==> config.mk <==
export PLATFORM = sky130hd
export DESIGN_NAME = zii_fastram_ctrl
export DESIGN_NICKNAME = d
export VERILOG_FILES = /design/src/rtl/sf2000_pkg.sv /design/src/rtl/zii_ram_decode.sv /design/src/rtl/zii_fastram_ctrl.sv
export SDC_FILE = /design/constraint.sdc
export NUM_CORES = 1
export LEC_CHECK = 0
export ABC_AREA = 1
export CAP_MARGIN = 20
export CORE_MARGIN = 3
export CORE_UTILIZATION = 44
export DETAILED_ROUTE_END_ITERATION = 12
export PLACE_DENSITY = 0.85
export SYNTH_ARGS = -nofsm -noshare
export SYNTH_HDL_FRONTEND = slang
export SYNTH_SLANG_ARGS = --single-unit
==> constraint.sdc <==
create_clock -name C7M -period 1.6 [get_ports C7M]
set_input_delay 0.32 -clock C7M [delete_from_list [all_inputs] [get_ports C7M]]
set_output_delay 0.32 -clock C7M [all_outputs]
set_load 0.1 [all_outputs]
==> src/rtl/sf2000_pkg.sv <==
// Shared definitions for the SF2000 Zorro II RAM path: FSM encoding, window sizes, parameter checks.
// Latency: n/a (types, constants and a constant function only).
// Backpressure: n/a.
package sf2000_pkg;

  // Bus-cycle FSM of the Fast RAM controller.
  typedef enum logic [1:0] {
    ST_IDLE = 2'd0,
    ST_SEL  = 2'd1,
    ST_WAIT = 2'd2,
    ST_ACK  = 2'd3
  } ram_state_t;

  // Board size expressed in 2 MB chunks.
  // This matches the granularity of BASE_RAM (A23..A21).
  localparam logic [2:0] CHUNKS_4MB = 3'd2;
  localparam logic [2:0] CHUNKS_8MB = 3'd4;

  // Wait states fit the 3-bit wait counter.
  localparam int WAIT_STATES_MIN = 0;
  localparam int WAIT_STATES_MAX = 7;

  function automatic bit wait_states_ok(input int ws);
    return (ws >= WAIT_STATES_MIN) && (ws <= WAIT_STATES_MAX);
  endfunction

endpackage

==> src/rtl/zii_ram_decode.sv <==
// Combinational Zorro II window decode: claims a 68000 cycle that falls in the 4/8 MB window at BASE_RAM.
// Latency: 0 (pure combinational).
// Backpressure: none; hit qualifies only while AS_n is low and the base is configured.
// Ports: A[23:1] CPU address, BASE_RAM A23..A21 base, RAM_CONFIGURED_n base-valid (low),
//        AS_n address strobe, JP4 board size (1 = 8 MB) -> hit, sram_a (22-bit word address).
module zii_ram_decode
  import sf2000_pkg::*;
(
  input  logic [23:1] A,
  input  logic [2:0]  BASE_RAM,
  input  logic        RAM_CONFIGURED_n,
  input  logic        AS_n,
  input  logic        JP4,
  output logic        hit,
  output logic [21:0] sram_a
);

  logic [2:0] off;
  logic [2:0] chunks;

  always_comb begin
    // The subtraction is modulo 8 on purpose.
    // A window placed near the top of the map wraps through zero.
    // The "off < chunks" compare still rejects anything outside the board.
    off    = A[23:21] - BASE_RAM;
    chunks = JP4 ? CHUNKS_8MB : CHUNKS_4MB;
    hit    = !RAM_CONFIGURED_n && !AS_n && (off < chunks);
    // In 4 MB mode a hit implies off[1] == 0, so the upper SRAM half is never addressed.
    sram_a = {off[1:0], A[20:1]};
  end

endmodule

==> src/rtl/zii_fastram_ctrl.sv <==
// Zorro II Fast RAM controller: decodes 68000 cycles into the autoconfigured window, drives async SRAM + data buffers.
// Latency: DTACK_n falls WAIT_STATES+2 C7M edges after the hit is sampled (writes also wait for a data strobe).
// Backpressure: the CPU is held by withholding DTACK_n; every cycle ends (or aborts) when AS_CPU_n is sampled high.
// Ports: C7M clock, RESET async active-high; AS_CPU_n/UDS_n/LDS_n/RW_n/A[23:1] CPU bus;
//        BASE_RAM/RAM_CONFIGURED_n/JP4 from autoconfig; DTACK_n, RAM_ACCESS, SRAM_* controls, DBUF_OE_n/DBUF_DIR buffers.
module zii_fastram_ctrl
  import sf2000_pkg::*;
#(
  parameter int WAIT_STATES = 1
) (
  input  logic        C7M,
  input  logic        RESET,
  input  logic        AS_CPU_n,
  input  logic        UDS_n,
  input  logic        LDS_n,
  input  logic        RW_n,
  input  logic [23:1] A,
  input  logic [2:0]  BASE_RAM,
  input  logic        RAM_CONFIGURED_n,
  input  logic        JP4,
  output logic        DTACK_n,
  output logic        RAM_ACCESS,
  output logic [21:0] SRAM_A,
  output logic        SRAM_CE_n,
  output logic        SRAM_OE_n,
  output logic        SRAM_WE_n,
  output logic        SRAM_UB_n,
  output logic        SRAM_LB_n,
  output logic        DBUF_OE_n,
  output logic        DBUF_DIR
);

  generate
    if (!wait_states_ok(WAIT_STATES)) begin : g_bad_wait_states
      $error("zii_fastram_ctrl: WAIT_STATES must be within 0..7");
    end
  endgenerate

  localparam logic [2:0] WS_LOAD = WAIT_STATES[2:0];

  logic        dec_hit;
  logic [21:0] dec_sram_a;

  zii_ram_decode u_decode (
    .A                (A),
    .BASE_RAM         (BASE_RAM),
    .RAM_CONFIGURED_n (RAM_CONFIGURED_n),
    .AS_n             (AS_CPU_n),
    .JP4              (JP4),
    .hit              (dec_hit),
    .sram_a           (dec_sram_a)
  );

  ram_state_t state;
  logic [2:0] wait_cnt;
  logic       ds_low;

  assign ds_low = !UDS_n || !LDS_n;

  always_ff @(posedge C7M or posedge RESET) begin
    if (RESET) begin
      state      <= ST_IDLE;
      wait_cnt   <= '0;
      DTACK_n    <= 1'b1;
      RAM_ACCESS <= 1'b0;
      SRAM_A     <= '0;
      SRAM_CE_n  <= 1'b1;
      SRAM_OE_n  <= 1'b1;
      SRAM_WE_n  <= 1'b1;
      SRAM_UB_n  <= 1'b1;
      SRAM_LB_n  <= 1'b1;
      DBUF_OE_n  <= 1'b1;
      DBUF_DIR   <= 1'b1;
    end else if ((state != ST_IDLE) && AS_CPU_n) begin
      // AS high ends the cycle from any active state.
      // In ACK this is the normal termination.
      // In SEL/WAIT it is an abort, and DTACK_n has not been driven yet.
      // SRAM_A keeps its last value; it is qualified by SRAM_CE_n anyway.
      state      <= ST_IDLE;
      wait_cnt   <= '0;
      DTACK_n    <= 1'b1;
      RAM_ACCESS <= 1'b0;
      SRAM_CE_n  <= 1'b1;
      SRAM_OE_n  <= 1'b1;
      SRAM_WE_n  <= 1'b1;
      SRAM_UB_n  <= 1'b1;
      SRAM_LB_n  <= 1'b1;
      DBUF_OE_n  <= 1'b1;
      DBUF_DIR   <= 1'b1;
    end else begin
      // Byte lanes and the write strobe follow the data strobes every cycle.
      // On 68000 writes, UDS/LDS only arrive after AS.
      if (state != ST_IDLE) begin
        SRAM_UB_n <= UDS_n;
        SRAM_LB_n <= LDS_n;
        SRAM_WE_n <= !(!RW_n && ds_low);
      end

      case (state)
        ST_IDLE: begin
          if (dec_hit) begin
            state      <= ST_SEL;
            RAM_ACCESS <= 1'b1;
            SRAM_A     <= dec_sram_a;
            SRAM_CE_n  <= 1'b0;
            SRAM_OE_n  <= !RW_n;
            DBUF_OE_n  <= 1'b0;
            DBUF_DIR   <= RW_n;
          end
        end

        ST_SEL: begin
          wait_cnt <= WS_LOAD;
          state    <= (WS_LOAD != 3'd0) ? ST_WAIT : ST_ACK;
        end

        ST_WAIT: begin
          if (wait_cnt == 3'd1) begin
            // A write with no data strobe yet parks here with the counter at 1.
            if (RW_n || ds_low) begin
              state    <= ST_ACK;
              wait_cnt <= '0;
            end
          end else begin
            wait_cnt <= wait_cnt - 3'd1;
          end
        end

        ST_ACK: begin
          DTACK_n <= 1'b0;
        end

        default: begin
          state <= ST_IDLE;
        end
      endcase
    end
  end

endmodule

# Word level (Yosys, flattened, before mapping)
# Cells that the tools add are included.
# W data, S select, Z words.
classes:
  addsub: 2
  magnitude_cmp: 1
  n_eq_ne: 8
  mux: 30
  bitwise: 1
  n_reduce_logical: 24
op_table:
  columns: ["cell", "count"]
  rows:
  - ["$mux W1", 20]
  - ["$mux W3", 4]
  - ["$reduce_bool A2 Y1", 5]
  - ["$ne A3 B3 Y1 const B", 3]
  - ["$mux W2", 4]
  - ["$logic_not A1 Y1", 6]
  - ["$pmux W2 S3", 1]
  - ["$pmux W3 S2", 1]
  - ["$eq A2 B2 Y1 const B", 2]
  - ["$logic_and A1 B1 Y1", 4]
  - ["$ne A4 B4 Y1 const B", 1]
  - ["$reduce_and A2 Y1", 2]
  - ["$reduce_and A4 Y1", 1]
  - ["$reduce_bool A4 Y1", 1]
  - ["$eq A3 B1 Y1 const B", 1]
  - ["$lt A3 B3 Y1", 1]
  - ["$reduce_and A3 Y1", 1]
  - ["$reduce_bool A3 Y1", 1]
  - ["$sub A3 B1 Y3 const B", 1]
  - ["$sub A3 B3 Y3", 1]
  - ["$eq A2 B1 Y1 const B", 1]
  - ["$logic_not A2 Y1", 1]
  - ["$logic_or A1 B1 Y1", 2]
  - ["$not A1 Y1", 1]
totals:
  register_bits: 35
  inputBits: 34
  output_inout_bits: 31
  wordCells: 77

# Longest topological paths before layout
# Gate-level depths: netlist (run 1).
logic_depth:
  depth_word: 7
  ltp_mapped: 15
  mapped_depth_nobuf: 15

# Hierarchy
# Synthesis (run 1) repeated with hierarchy kept, for this count alone.
hier_totals:
  hier_cells: 230
  area_unflattened_um2: 1878.1
modules_own_cells:
  columns: ["mod", "instances", "cells_each", "area_per_inst_um2", "seq_area_each_um2"]
  rows:
  - ["zii_fastram_ctrl", 1, 189, 1609.0, 884.6]
  - ["zii_ram_decode", 1, 41, 269.0, 0.0]

# Worst setup path after synthesis (run 1)
# No wires, ideal clock.
synth_timing:
  path_type: "input to register"
  startpoint: "input port A[21] (netlist bit)"
  endpoint: "register SRAM_A[0]"
  setup_time_ns: 0.122
  t_arrival_ns: 2.086
  t_required_ns: 1.478
  slack_ns: -0.608
  stages: 15
  n_path_buf: 2
  cell_sequence: "inv_1 > ha_1 > fa_1 > xnor2_1 > xor2_1 > inv_1 > ha_1 > inv_1 > nand2_1 > nor2_4 > nand2_2 > buf_6 > buf_6 > nand2_1 > nand2_1"
synth_between:
  elab_chain_cells: 4
synth_lines:
  columns: ["item", "line_no", "source"]
  rows:
  - ["start, declared", "zii_fastram_ctrl.sv:17", "input logic [23:1] A,"]
  - ["$sub A3 B3 Y3", "zii_ram_decode.sv:25", "off = A[23:21] - BASE_RAM;"]
  - ["$lt A3 B3 Y1", "zii_ram_decode.sv:27", "hit = !RAM_CONFIGURED_n && !AS_n && (off < chunks);"]
  - ["$logic_and A1 B1 Y1", "zii_ram_decode.sv:27", null]
  - ["$reduce_and A3 Y1 (no line)", null, null]
  - ["end signal, assigned", "zii_fastram_ctrl.sv:104", "SRAM_A <= dec_sram_a;"]
  - ["end, declared", "zii_fastram_ctrl.sv:23", "output logic [21:0] SRAM_A,"]
# Every way passes these cells.
# A chain may end at the register's enable or synchronous reset.

# Worst setup path after layout (run 1)
layout_timing:
  startpoint: "input port A[21] (netlist bit)"
  endpoint: "register DBUF_DIR"
layout_between:
  elab_chain_cells: 5
layout_lines:
  columns: ["item", "line_no", "source"]
  rows:
  - ["$sub A3 B3 Y3", "zii_ram_decode.sv:25", null]
  - ["$lt A3 B3 Y1", "zii_ram_decode.sv:27", null]
  - ["$logic_and A1 B1 Y1", "zii_ram_decode.sv:27", null]
  - ["$reduce_bool A2 Y1 (no line)", null, null]
  - ["$reduce_and A2 Y1 (no line)", null, null]
  - ["end signal, assigned", "zii_fastram_ctrl.sv:108", "DBUF_DIR <= RW_n;"]
  - ["end, declared", "zii_fastram_ctrl.sv:30", "output logic DBUF_DIR"]
# Every way passes these cells.

==> key figures, run 1 <==
Yosys
  • Fraction of the yosys area taken by sequential cells: 0.504
  • Syn Std Cell Area: 1760 µm²
  • Yosys warns: 0
  • Synthesis-stage register bit count: 35
  • Syn nets: roughly 260
  • Post-Syn Area per Cell: 8.24 µm²
  • Synth area leader: dfrtp_1
  • Synth cell types: 22
  • Top cells by area, synth: dfrtp_1 (40%), nand2_1 (16%), dfstp_2 (10%)
  • Post-synth top area share: 0.399
  • Mapped Cells: between 200 and 250

Floorplanning
  • Die X: between 60 and 70 µm
  • Total die area: 4780 µm²
  • Starting Density: 0.469
  • Chip Height: between 60 and 70 µm
  • Ports: between 60 and 70
  • Core area: ~3700 µm²
  • Std-Cell Rows: 22

Clocking
  • CTS Buf Count: 5
  • Clock tree buffer depth: 2
  • CTS tree: done
  • Root buf cell: clkbuf_8
  • Clock sink count: 35
  • Reg clk slew, reported paths: 80 ps
  • # H-tree levels: 2
  • Clk_lat worst skew: roughly 300 ps

Global route
  • Total track usage: 0.267
  • Antenna violations before repair: 0
  • GRT overflow: 0
  • Largest net degree at the start of global routing: 36
  • Vias in the first global route: 1,965
  • First-pass GRT wire length: 9.96 mm

Route
  • # DRC: 0
  • Via Count: roughly 1,900
  • First-pass DRT Iterations: 5
  • Avg Vias per Cell: around 5.6
  • Detail Route Antenna Nets: 0
  • WL final: ~6.7 mm
  • Detailed Route Iter0 Violations: between 200 and 250
  • WL/cell: 19.6 µm

Final layout
  • Number of fill cells: 185
  • Synth-to-Final Area Change: 81.2%
  • Layout cells sized above 1: 0.389
  • Ant. Diodes: 0
  • Area of the multi-input gates: between 800 and 900 µm²
  • Fin util: 0.850
  • Layout Nets: between 300 and 400
  • Register area: approximately 890 µm²

STA
  • # setup viols final: 28
  • Setup TNS: -9630 ps
  • Final period util: 1.27
  • Fmax achieved: between 0.4 and 0.5 GHz
  • Worst setup margin: -428 ps
  • Setup Skew: 3.99 ps
  • Min cycle time layout: around 2000 ps
  • Least-Margin Pin Slew: approximately 330 ps
  • Slew margin rel.: 0.782
  • Fin. max-slew vios: 0
  • RSZ-0062 raised after global routing: true
  • Hold_ws: 304 ps
  • Final Hold Violating Endpoints: 0

Critical path
  • Setup slack, reg-to-reg: -180 ps
  • FF-to-FF End: state[1]$_DFFE_PP0P_
  • Setup crit start kind: input port
  • Register-to-Register Path Depth: 10
  • CP Capture Point: DBUF_DIR$_DFFE_PP1P_
  • CP Launch Point: A[21]
  • Critical path class: input port to flip-flop
  • Worst setup EP type: flip-flop
  • Launch point of the worst reg-to-reg path: state[1]$_DFFE_PP0P_
  • Worst EP arrival: 2250 ps
  • WP data required: between 1500 and 2000 ps
  • Worst-path maximum fanout: 6

Worst hold path
  • Worst hold-check path type: input port to flip-flop

Place
  • DP Wirelength: 3.72 mm
  • Port buffer count: 64
  • Gpl congestion: 0.755

Status
  • Outcome: finished with violations
  • Violated checks: negative setup slack

Run
  • Max-cap violation count: 0
-- sequential cells by signal (all words and copies together) (netlist names) --
signal      flops
state           2
wait_cnt        3
SRAM_LB_n       1
DBUF_DIR        1
RAM_ACCESS      1
SRAM_OE_n       1
DTACK_n         1
SRAM_A         22
SRAM_UB_n       1
SRAM_WE_n       1
DBUF_OE_n       1
-- cell type report --
class	instances	area share
flip-flops and latches	35	0.279
repair buffers	80	0.367
multi-input cells	146	0.277
clock inverters	3	0.00629
well taps	48	0.0189
inverters	24	0.0307
clock buffers	5	0.0216
-- placed cells by master (no fill, tap or decap), drive strengths merged, types with 2 or more instances in the layout --
cell,Yosys,routed
clkbuf,0,5
o21ai,7,7
dfstp,7,7
dfrtp,28,28
nand2,80,80
dlygate4sd2,0,2
a21oi,3,3
nand3,26,26
clkinvlp,0,2
clkdlybuf4s50,0,29
ha,9,9
inv,24,24
nor2,15,15
buf,8,49
-- metrics by stage --
stage	instance area, µm²	setup WS [ps]	instances
global route	3180	-516	341
detailed placement	2870	-1150	330
CTS	3080	-387	341
global placement	2870	-1050	330
floorplan	1790	-486	213
finish	3180	-428	341
-- synthesized netlist by cell type --
master / n
nand2_1: 77
or2_2: 1
buf_4: 1
nor2_1: 14
nor2_4: 1
o21ai_0: 6
inv_1: 23
buf_2: 4
nand2_2: 3
ha_1: 9
xnor2_1: 1
o21ai_1: 1
nand4_1: 1
buf_6: 3
nor3_1: 1
inv_2: 1
nand3_1: 26
fa_1: 1
dfrtp_1: 28
xor2_1: 1
dfstp_2: 7
a21oi_1: 3
-- worst max-delay path, cell delays in order --
cell and delay, ps:
buf_8 80, inv_8 30, ha_4 140, fa_2 390
xnor2_2 140, xor2_1 170, inv_1 60, ha_2 170
inv_2 50, nand2_2 50, nor2_4 130, buf_6 150
buf_8 130, nand3_4 80, o21ai_2 80, inv_1 90
-- cell families after synthesis --
group,Yosys count,synth area share
buffers and inverters,32,0.0862
AOI/OAI and AO/OA,10,0.0285
and+or+nand+nor,124,0.296
adders and majority gates,10,0.0756
DFF,35,0.504
xor gates and xnor gates,2,0.00998
-- worst min path at each step --
stage / startpoint / endpoint / slack, ps / cells after the start
2_1_floorplan: wait_cnt[1]$_DFFE_PP0P_ / wait_cnt[1]$_DFFE_PP0P_ / 450 / 2
3_3_place_gp: wait_cnt[1]$_DFFE_PP0P_ / wait_cnt[1]$_DFFE_PP0P_ / 460 / 2
3_5_place_dp: wait_cnt[1]$_DFFE_PP0P_ / wait_cnt[1]$_DFFE_PP0P_ / 470 / 2
4_1_cts: BASE_RAM[0] / SRAM_A[20]$_DFFE_PP0P_ / 310 / 3
5_1_grt: BASE_RAM[0] / SRAM_A[20]$_DFFE_PP0P_ / 320 / 3
6_report: BASE_RAM[0] / SRAM_A[20]$_DFFE_PP0P_ / 300 / 3
-- layer usage --
metal	GRT usage	vias to the layer above	share of wire
li1	-	816	-
met1	0.305	922	0.35
met2	0.461	136	0.51
met3	0.0787	35	0.090
met4	0.115	0	0.044
met5	0	-	0
-- timing repair --
action / 4_1_cts / 5_1_grt
buffers inserted: 1 / 0
hold buffers: 0 / 0
pin swaps: 10 / 6
cloned: 2 / 0
resized for setup: 37 / 32
endpoints found under the setup margin: 28 / 32
Power of run 1 is not shown: default switching activity piles up to over one toggle a cycle in this logic, so the estimate is an artifact.
==> run 2: changes to the inputs <==
Settings changed: CTS_CLUSTER_DIAMETER set to 150.
==> results of run 2 <==
Final layout, timing and power as in run 1 (identical DEF).
Power of run 2 is left out for the same reason.
